===== src/rtl/mdu_hilo_pkg.sv =====
// rtl/mdu_hilo_pkg.sv - shared MDU operation codes and FSM state codes
package mdu_hilo_pkg;

   typedef enum logic [2:0] {
      MDU_OP_NOP   = 3'd0,
      MDU_OP_MULT  = 3'd1,
      MDU_OP_MULTU = 3'd2,
      MDU_OP_DIV   = 3'd3,
      MDU_OP_DIVU  = 3'd4,
      MDU_OP_MTHI  = 3'd5,
      MDU_OP_MTLO  = 3'd6
   } mdu_op_e;

   typedef enum logic [1:0] {
      MDU_S_IDLE = 2'd0,
      MDU_S_CALC = 2'd1,
      MDU_S_FIX  = 2'd2
   } mdu_state_e;

endpackage


===== src/rtl/mdu_sign_fix.sv =====
// rtl/mdu_sign_fix.sv - applies signed-result correction and divide-by-zero override
module mdu_sign_fix
   import mdu_hilo_pkg::*;
(
   input  logic [63:0] raw,
   input  logic [2:0]  op,
   input  logic        sign_a,
   input  logic        sign_b,
   input  logic        div0,
   input  logic [31:0] a,
   output logic [63:0] res
);

   always_comb begin
      res = raw;
      case (op)
         MDU_OP_MULT: if (sign_a ^ sign_b) res = -raw;
         MDU_OP_DIV: begin
            res[31:0]  = (sign_a ^ sign_b) ? -raw[31:0] : raw[31:0];
            res[63:32] = sign_a ? -raw[63:32] : raw[63:32];
         end
         default: res = raw;
      endcase
      // A zero divisor yields a fixed pattern regardless of operand signs
      if (div0 && (op == MDU_OP_DIV || op == MDU_OP_DIVU))
         res = {a, 32'hFFFF_FFFF};
   end

endmodule


===== src/rtl/mdu_hilo.sv =====
// rtl/mdu_hilo.sv - iterative multiply/divide unit with HI/LO registers
// MDU_FAST_MUL_EN: multiplies complete in one cycle without asserting busy
module mdu_hilo
   import mdu_hilo_pkg::*;
#(
   parameter int ITER = 32
) (
   input  logic        clk,
   input  logic        rst,
   input  logic        start,
   input  logic [2:0]  mdu_op,
   input  logic [31:0] A,
   input  logic [31:0] B,
   output logic        busy,
   output logic        done,
   output logic [31:0] hi,
   output logic [31:0] lo
);

   localparam int CW = $clog2(ITER);

   mdu_state_e    state, state_n;
   logic [CW-1:0] cnt;
   logic [63:0]   acc, acc_mul, acc_div, fixed;
   logic [31:0]   opnd, a_q, mag_a, mag_b;
   logic [2:0]    op_q;
   logic          sign_a, sign_b, div0;
   logic          is_mul, is_div, is_signed, accept, mul_q;
   logic [32:0]   sum, trial, diff;

   assign accept    = (state == MDU_S_IDLE) && start;
   assign is_mul    = (mdu_op == MDU_OP_MULT) || (mdu_op == MDU_OP_MULTU);
   assign is_div    = (mdu_op == MDU_OP_DIV)  || (mdu_op == MDU_OP_DIVU);
   assign is_signed = (mdu_op == MDU_OP_MULT) || (mdu_op == MDU_OP_DIV);
   assign mag_a     = (is_signed && A[31]) ? -A : A;
   assign mag_b     = (is_signed && B[31]) ? -B : B;
   assign mul_q     = (op_q == MDU_OP_MULT) || (op_q == MDU_OP_MULTU);

   // Shift-add step: acc holds {partial product, remaining multiplier bits}
   assign sum     = {1'b0, acc[63:32]} + (acc[0] ? {1'b0, opnd} : 33'd0);
   assign acc_mul = {sum, acc[31:1]};

   // Restoring step: acc holds {remainder, dividend bits shifting into quotient}
   assign trial   = {acc[63:32], acc[31]};
   assign diff    = trial - {1'b0, opnd};
   assign acc_div = diff[32] ? {trial[31:0], acc[30:0], 1'b0}
                             : {diff[31:0], acc[30:0], 1'b1};

`ifdef MDU_FAST_MUL_EN
   assign busy = (state == MDU_S_CALC) || (state == MDU_S_FIX && !mul_q);
`else
   assign busy = (state != MDU_S_IDLE);
`endif

   always_ff @(posedge clk or posedge rst) begin
      if (rst) state <= MDU_S_IDLE;
      else     state <= state_n;
   end

   always_comb begin
      state_n = state;
      case (state)
         MDU_S_IDLE: begin
`ifdef MDU_FAST_MUL_EN
            if (accept && is_mul)      state_n = MDU_S_FIX;
            else if (accept && is_div) state_n = MDU_S_CALC;
`else
            if (accept && (is_mul || is_div)) state_n = MDU_S_CALC;
`endif
         end
         MDU_S_CALC: if (cnt == CW'(ITER - 1)) state_n = MDU_S_FIX;
         MDU_S_FIX:  state_n = MDU_S_IDLE;
         default:    state_n = MDU_S_IDLE;
      endcase
   end

   always_ff @(posedge clk or posedge rst) begin
      if (rst) begin
         cnt    <= '0;
         acc    <= '0;
         opnd   <= '0;
         a_q    <= '0;
         op_q   <= '0;
         sign_a <= 1'b0;
         sign_b <= 1'b0;
         div0   <= 1'b0;
         done   <= 1'b0;
         hi     <= '0;
         lo     <= '0;
      end else begin
         done <= 1'b0;
         case (state)
            MDU_S_IDLE: if (accept) begin
               if (mdu_op == MDU_OP_MTHI) hi <= A;
               if (mdu_op == MDU_OP_MTLO) lo <= A;
               if (is_mul || is_div) begin
                  cnt    <= '0;
                  op_q   <= mdu_op;
                  a_q    <= A;
                  sign_a <= A[31];
                  sign_b <= B[31];
                  div0   <= (B == 32'd0);
               end
               if (is_mul) begin
                  opnd <= mag_a;
`ifdef MDU_FAST_MUL_EN
                  acc  <= {32'd0, mag_a} * {32'd0, mag_b};
`else
                  acc  <= {32'd0, mag_b};
`endif
               end
               if (is_div) begin
                  opnd <= mag_b;
                  acc  <= {32'd0, mag_a};
               end
            end
            MDU_S_CALC: begin
               cnt <= cnt + 1'b1;
               acc <= mul_q ? acc_mul : acc_div;
            end
            MDU_S_FIX: begin
               {hi, lo} <= fixed;
               done     <= 1'b1;
            end
            default: ;
         endcase
      end
   end

   mdu_sign_fix u_sign_fix (
      .raw    (acc),
      .op     (op_q),
      .sign_a (sign_a),
      .sign_b (sign_b),
      .div0   (div0),
      .a      (a_q),
      .res    (fixed)
   );

endmodule


===== config.mk =====
export PLATFORM = sky130hd
export DESIGN_NAME = mdu_hilo
export DESIGN_NICKNAME = d
export VERILOG_FILES = /design/src/rtl/mdu_hilo_pkg.sv /design/src/rtl/mdu_sign_fix.sv /design/src/rtl/mdu_hilo.sv
export SDC_FILE = /design/constraint.sdc
export NUM_CORES = 1
export LEC_CHECK = 0
export BUFFER_PORTS_ARGS = -buffer_cell sky130_fd_sc_hd__buf_2
export CORE_MARGIN = 2
export CORE_UTILIZATION = 35
export DETAILED_ROUTE_END_ITERATION = 8
export HOLD_SLACK_MARGIN = 0.15
export PLACE_DENSITY = 0.51
export SLEW_MARGIN = 30
export SYNTH_ARGS = -nofsm -noshare
export SYNTH_HDL_FRONTEND = slang
export SYNTH_SLANG_ARGS = --single-unit

===== constraint.sdc =====
create_clock -name clk -period 11.7 [get_ports clk]
set_input_delay 2.925 -clock clk [delete_from_list [all_inputs] [get_ports clk]]
set_output_delay 2.925 -clock clk [all_outputs]
set_load 0.05 [all_outputs]

Word-level counts from Yosys, hierarchy flattened:

Index checks and enable logic that the tools add are counted.

* bits of input ports: 70
* bits in registers: 206

* bitwise logic cells: 1
* muxes and demuxes: 29
* add/subtract/negate cells: 8
* equal/unequal tests: 20
* reduce and logical (&&, ||, !) cells: 24

Operators by type and width (count)
* $mux W64: 7
* $mux W32: 11
* $pmux W64 S2: 2
* $neg A32 Y32: 4
* $pmux W32 S2: 2
* $neg A64 Y64: 1
* $add A32 B32 Y33: 1
* $sub A33 B32 Y33: 1
* $logic_not A32 Y1: 1
* $reduce_and A3 Y1: 6
* $eq A3 B2 Y1 const B: 4
* $eq A3 B3 Y1 const B: 4
* $mux W5: 2
* $pmux W5 S2: 1
* $ne A2 B1 Y1 const B: 4
* $reduce_bool A2 Y1: 4
* $eq A3 B1 Y1 const B: 2
* $logic_or A1 B1 Y1: 6
* $add A5 B1 Y5 const B: 1
* $eq A5 B5 Y1 const B: 1
* $logic_and A1 B1 Y1: 5
* $mux W2: 2
* $ne A2 B2 Y1 const B: 2
* $pmux W2 S2: 1
* 7 further kinds: 7

Depth between registers and ports, before layout:

* depth after elaboration: 8
* depth in mapped cells: 14
* depth with buffers taken out: 13

Cells and area by module:

From an unflattened synthesis, not the netlist that was laid out.

* cell total of the unflattened synthesis: 2146
* area, all modules: 16752.3 um^2

By module, submodules not included
* mdu_hilo: instances 1, cells each 1761, sequential area each 5129.9 um^2, area an instance 14478.9 um^2
* mdu_sign_fix: instances 1, cells each 385, sequential area each 0.0 um^2, area an instance 2273.4 um^2

Least setup slack after synthesis:

Ideal clock, no wire load.

* path kind: input -> register
* start: input port B[15]
* end: register opnd[29]
* arrival time: 5.093 ns
* required time: 11.572 ns
* path slack: 6.479 ns
* setup time: 0.128 ns
* stages: 9
* buffers on the path: 0
* path through: or4_1 -> or3_1 -> or4b_4 -> nand2b_4 -> o41ai_2 -> xor2_1 -> nand2_1 -> o211ai_1 -> o21ai_1

* word-level cells in the longest chain between the ends: 3

Ends and longest elaborated chain
* start, declared: line mdu_hilo.sv:13 `input logic [31:0] B,`
* $neg A32 Y32: line mdu_hilo.sv:36 `assign mag_b = (is_signed && B[31]) ? -B : B;`
* $mux W32: line mdu_hilo.sv:36
* $mux W32: line mdu_hilo.sv:112 `if (is_div) begin`
* end signal, assigned: line mdu_hilo.sv:105 `opnd <= mag_a;`
* end signal, assigned: line mdu_hilo.sv:113 `opnd <= mag_b;`
* end, declared: line mdu_hilo.sv:25 `logic [31:0] opnd, a_q, mag_a, mag_b;`

No other way between the ends.
A chain may end at the register's enable or synchronous reset.

Worst setup path after layout:

* start: input port A[8]
* end: register acc[25]

* word-level cells in the longest chain between the ends: 5

Ends and longest elaborated chain
* start, declared: line mdu_hilo.sv:12 `input logic [31:0] A,`
* $neg A32 Y32: line mdu_hilo.sv:35 `assign mag_a = (is_signed && A[31]) ? -A : A;`
* $mux W32: line mdu_hilo.sv:35
* $mux W64: line mdu_hilo.sv:112
* $mux W64: line mdu_hilo.sv:93 `MDU_S_IDLE: if (accept) begin`
* $pmux W64 S2: line mdu_hilo.sv:92 `case (state)`
* end signal, assigned: line mdu_hilo.sv:109 `acc <= {32'd0, mag_b};`
* end signal, assigned: line mdu_hilo.sv:114 `acc <= {32'd0, mag_a};`
* end signal, assigned: line mdu_hilo.sv:119 `acc <= mul_q ? acc_mul : acc_div;`
* end, declared: line mdu_hilo.sv:24 `logic [63:0] acc, acc_mul, acc_div, fixed;`

No other way between the ends. The select of a mux whose other input is x is not followed.

==> implementation parameters <==
Parameter                              Value

Timing
  Peak Freq    194 MHz
  Measured slew at the worst slew-check pin    roughly 0.96 ns
  Setup total negative slack    0 ns
  Worst rel slew slack    35.6%
  Setup violations, final    0
  Final critical path time including I/O delays and setup    5.15 ns
  Final max-slew violation count    0
  Final Worst Setup Slack    roughly 6.6 ns
  Final Hold Vio Count    0
  Largest clock skew in the final design    between 0.02 and 0.025 ns
  Setup repair after global routing missed its margin    no
  Final period utilization    around 44%

Clocking
  Buffers inserted during post-CTS setup optimization    0
  Post-CTS Hold Fix Bufs    0
  Clock tree root buffer cell    sky130_fd_sc_hd__clkbuf_16
  Quantity of gates resized following cts    0
  Number of buffers on the longest clock path    3
  Latest clock arrival within the worst-skew pair    0.57 ns
  Number of buffers added by the clock tree synthesis step    26
  Clk sink count    205
  Clock transition time at the flip-flop clock pins of the worst setup and hold paths    0.06 ns
  Htree depth    1
  TritonCTS clock tree    yes

Die
  Number of rows in the core area    79
  Vertical die dimension    220 um
  Die Span X    220 um
  Number of top-level pins    136
  Die Footprint    a little under 50000 um2
  Starting Density    35.3%
  Area of the placeable core    46300 um2

Route
  Drt pass-1 iters    6
  Routed wirelength normalized by instance count    23.7 um
  DRT iter0 DRCs    around 1500
  Via count of the routed design    16300
  Aggregate routed wire length    65600 um
  Post-detailed-route count of antenna-violating nets    0
  Number of remaining DRC errors    0
  Avg Vias per Cell    a little under 6

Synth
  Part of the Yosys area used for sequential elements    31.5%
  Mapped Area    16300 um2
  Number of distinct library cells after synthesis    between 80 and 90
  Async set-or-reset flop fraction in the synthesized netlist    100%
  Post-synth top flop    sky130_fd_sc_hd__dfrtp_1
  Register bit count reported by yosys    205
  Number of nets in the synthesized netlist    2236
  Count of flip-flops with a built-in enable after synthesis    0
  Number of standard cells after synthesis    2094
  Count of warnings emitted by yosys    0
  Average footprint of a synthesized cell    7.79 um2

Placement
  Sum of net half-perimeters after detailed placement    48600 um
  Number of cells in the design after placement    2727
  Gp weighted congestion    ~0.93
  Worst-case setup slack after placement    6.06 ns
  Area post-placement    roughly 17000 um2
  Number of buffers added on ports    between 100 and 150

Power
  Static leakage    0.00787 uW
  Max VDD drop    0.176 mV
  Power per cell area    ~350 nW/um2

Worst setup path
  Startpoint of the worst register-to-register path    acc[31]
  Critical path class    in2reg
  Largest fanout on the critical path    8
  Required @ worst endpoint    ~12 ns
  Source of the critical timing path    A[8]
  Nature of the critical path startpoint    primary input
  CP Data Arrival Time    between 5 and 6 ns
  Type of element capturing the critical path    flop

Cells and area
  Fin nets    2290
  Top library cells by usage in the layout, fill and taps aside    367 x sky130_fd_sc_hd__nand2_1, 205 x sky130_fd_sc_hd__dfrtp_1, 188 x sky130_fd_sc_hd__nor2_1
  Non-Filler Cell Area, Final    18400 um2
  Post-Route Utilization    39.8%
  Commonest non-fill, non-tap cell in the layout    sky130_fd_sc_hd__nand2_1
  Share of layout cells above drive strength 1    approximately 11%
  Post-layout instance count excluding filler cells    2774
  Area Overhead vs Synth    13.0%
  Ant. Diodes    0

Global route
  Initial antenna violation count    2
  Grt ovf    0
  GRT Resource Usage Total    26.6%
  Via count of the first global-routing pass    15300
  Maximum number of pins on one net before global-route repair    97
  Global-route wire length before repair    97700 um

Min path
  Min-delay src    a_q[12]
  Worst hold-check path type    reg2reg

Status
  Result of the run    finished, final reports clean

Job
  Max-cap violation count    0
[routing by layer]
| metal | track usage (%) | vias to the layer above | part of all wire, % | wire [um] |
|---|---|---|---|---|
| met1 | 37.8 | 8002 | 45 | 29900 |
| met5 | 0 | - | 0.041 | 27 |
| met4 | 9.78 | 4 | 3.6 | 2390 |
| met3 | 3.60 | 96 | 6.7 | 4430 |
| met2 | 41.1 | 609 | 44 | 28900 |
| li1 | - | 7624 | - | - |
[worst paths after layout]
| kind | end | cells after the start | slack, ns |
|---|---|---|---|
| max in group asynchronous | opnd[25] | 4 | 7.10 |
| worst min-delay path | a_q[12] | 2 | 0.48 |
| worst max-delay path | acc[25] | 9 | 6.55 |
| min in group asynchronous | hi[11] | 2 | 2.51 |
| worst max register to register | acc[60] | 13 | 7.02 |
| worst min register to register | a_q[12] | 2 | 0.48 |
[through the flow]
stage / hold WS, ns / power (uW)
after floorplan: 0.445 / 4350
after global placement: 0.458 / 5430
after detailed placement: 0.463 / 5470
after CTS: 0.476 / 6400
after global routing: 0.495 / 6880
final: 0.478 / 6430
[state kept, by name (all words and copies together) (netlist names)]
| signal | flops |
|---|---|
| done | 1 |
| opnd | 32 |
| hi | 32 |
| lo | 32 |
| acc | 64 |
| sign_b | 1 |
| op_q | 3 |
| a_q | 32 |
| state | 2 |
| div0 | 1 |
| cnt | 5 |
[Yosys cell counts, drive strengths merged (11+ instances only)]
| library cell | count | share of area, % |
|---|---|---|
| o211ai | 41 | 1.9 |
| a21o | 20 | 0.92 |
| clkbuf | 112 | 2.6 |
| a31oi | 41 | 1.6 |
| o21a | 19 | 0.92 |
| a32oi | 33 | 1.8 |
| nand2b | 24 | 1.1 |
| mux2i | 26 | 1.6 |
| buf | 17 | 0.48 |
| xnor2 | 102 | 5.5 |
| o22ai | 27 | 1.0 |
| nand2 | 370 | 8.5 |
| nor2 | 192 | 4.4 |
| xor2 | 72 | 3.9 |
| ha | 70 | 5.4 |
| dfrtp | 205 | 31 |
| a21oi | 151 | 4.6 |
| nor3 | 33 | 1.1 |
| inv | 71 | 1.6 |
| or3 | 15 | 0.58 |
| a211oi | 63 | 2.9 |
| nand3 | 27 | 0.83 |
| or4 | 15 | 0.71 |
| nand4 | 15 | 0.61 |
| nor4 | 15 | 0.67 |
| o41ai | 11 | 0.84 |
| nor2b | 15 | 0.58 |
| and2 | 16 | 0.61 |
| a22oi | 16 | 0.74 |
| o21ai | 139 | 4.3 |
| o31ai | 18 | 0.83 |
[cell families after synthesis]
| family | share of synthesized area (%) |
|---|---|
| XOR/XNOR | 9.39 |
| multiplexers | 1.60 |
| buffers and inverters | 4.73 |
| flip-flops | 31.5 |
| adder cells (fa/ha/maj) | 5.62 |
| AO/OA/AOI/OAI | 25.6 |
| AND/OR/NAND/NOR | 21.6 |
[area by class of cell]
class,instances,area (um2)
Fill cell,4800,27800
Multi-Input combinational cell,1688,10500
Sequential cell,205,5130
Timing Repair Buffer,155,830
Clock buffer,35,766
Tap cell,607,759
Inverter,72,278
Clock inverter,12,191
[power breakdown]
group          internal [uW]  switching, uW  total (uW)
registers               1070            489        1560
logic                   1440           2520        3950
clock network            567            353         920
[critical path, cell delays in order]
cell                       delay (ns)
sky130_fd_sc_hd__buf_2           0.20
sky130_fd_sc_hd__or4_1           0.60
sky130_fd_sc_hd__or4_1           0.57
sky130_fd_sc_hd__nor3b_2         0.44
sky130_fd_sc_hd__a31oi_1         0.19
sky130_fd_sc_hd__xnor2_1         0.25
sky130_fd_sc_hd__a211oi_1        0.11
sky130_fd_sc_hd__a211oi_1        0.21
sky130_fd_sc_hd__a31oi_1         0.06
No activity file was read; power rests on OpenSTA's default activity.
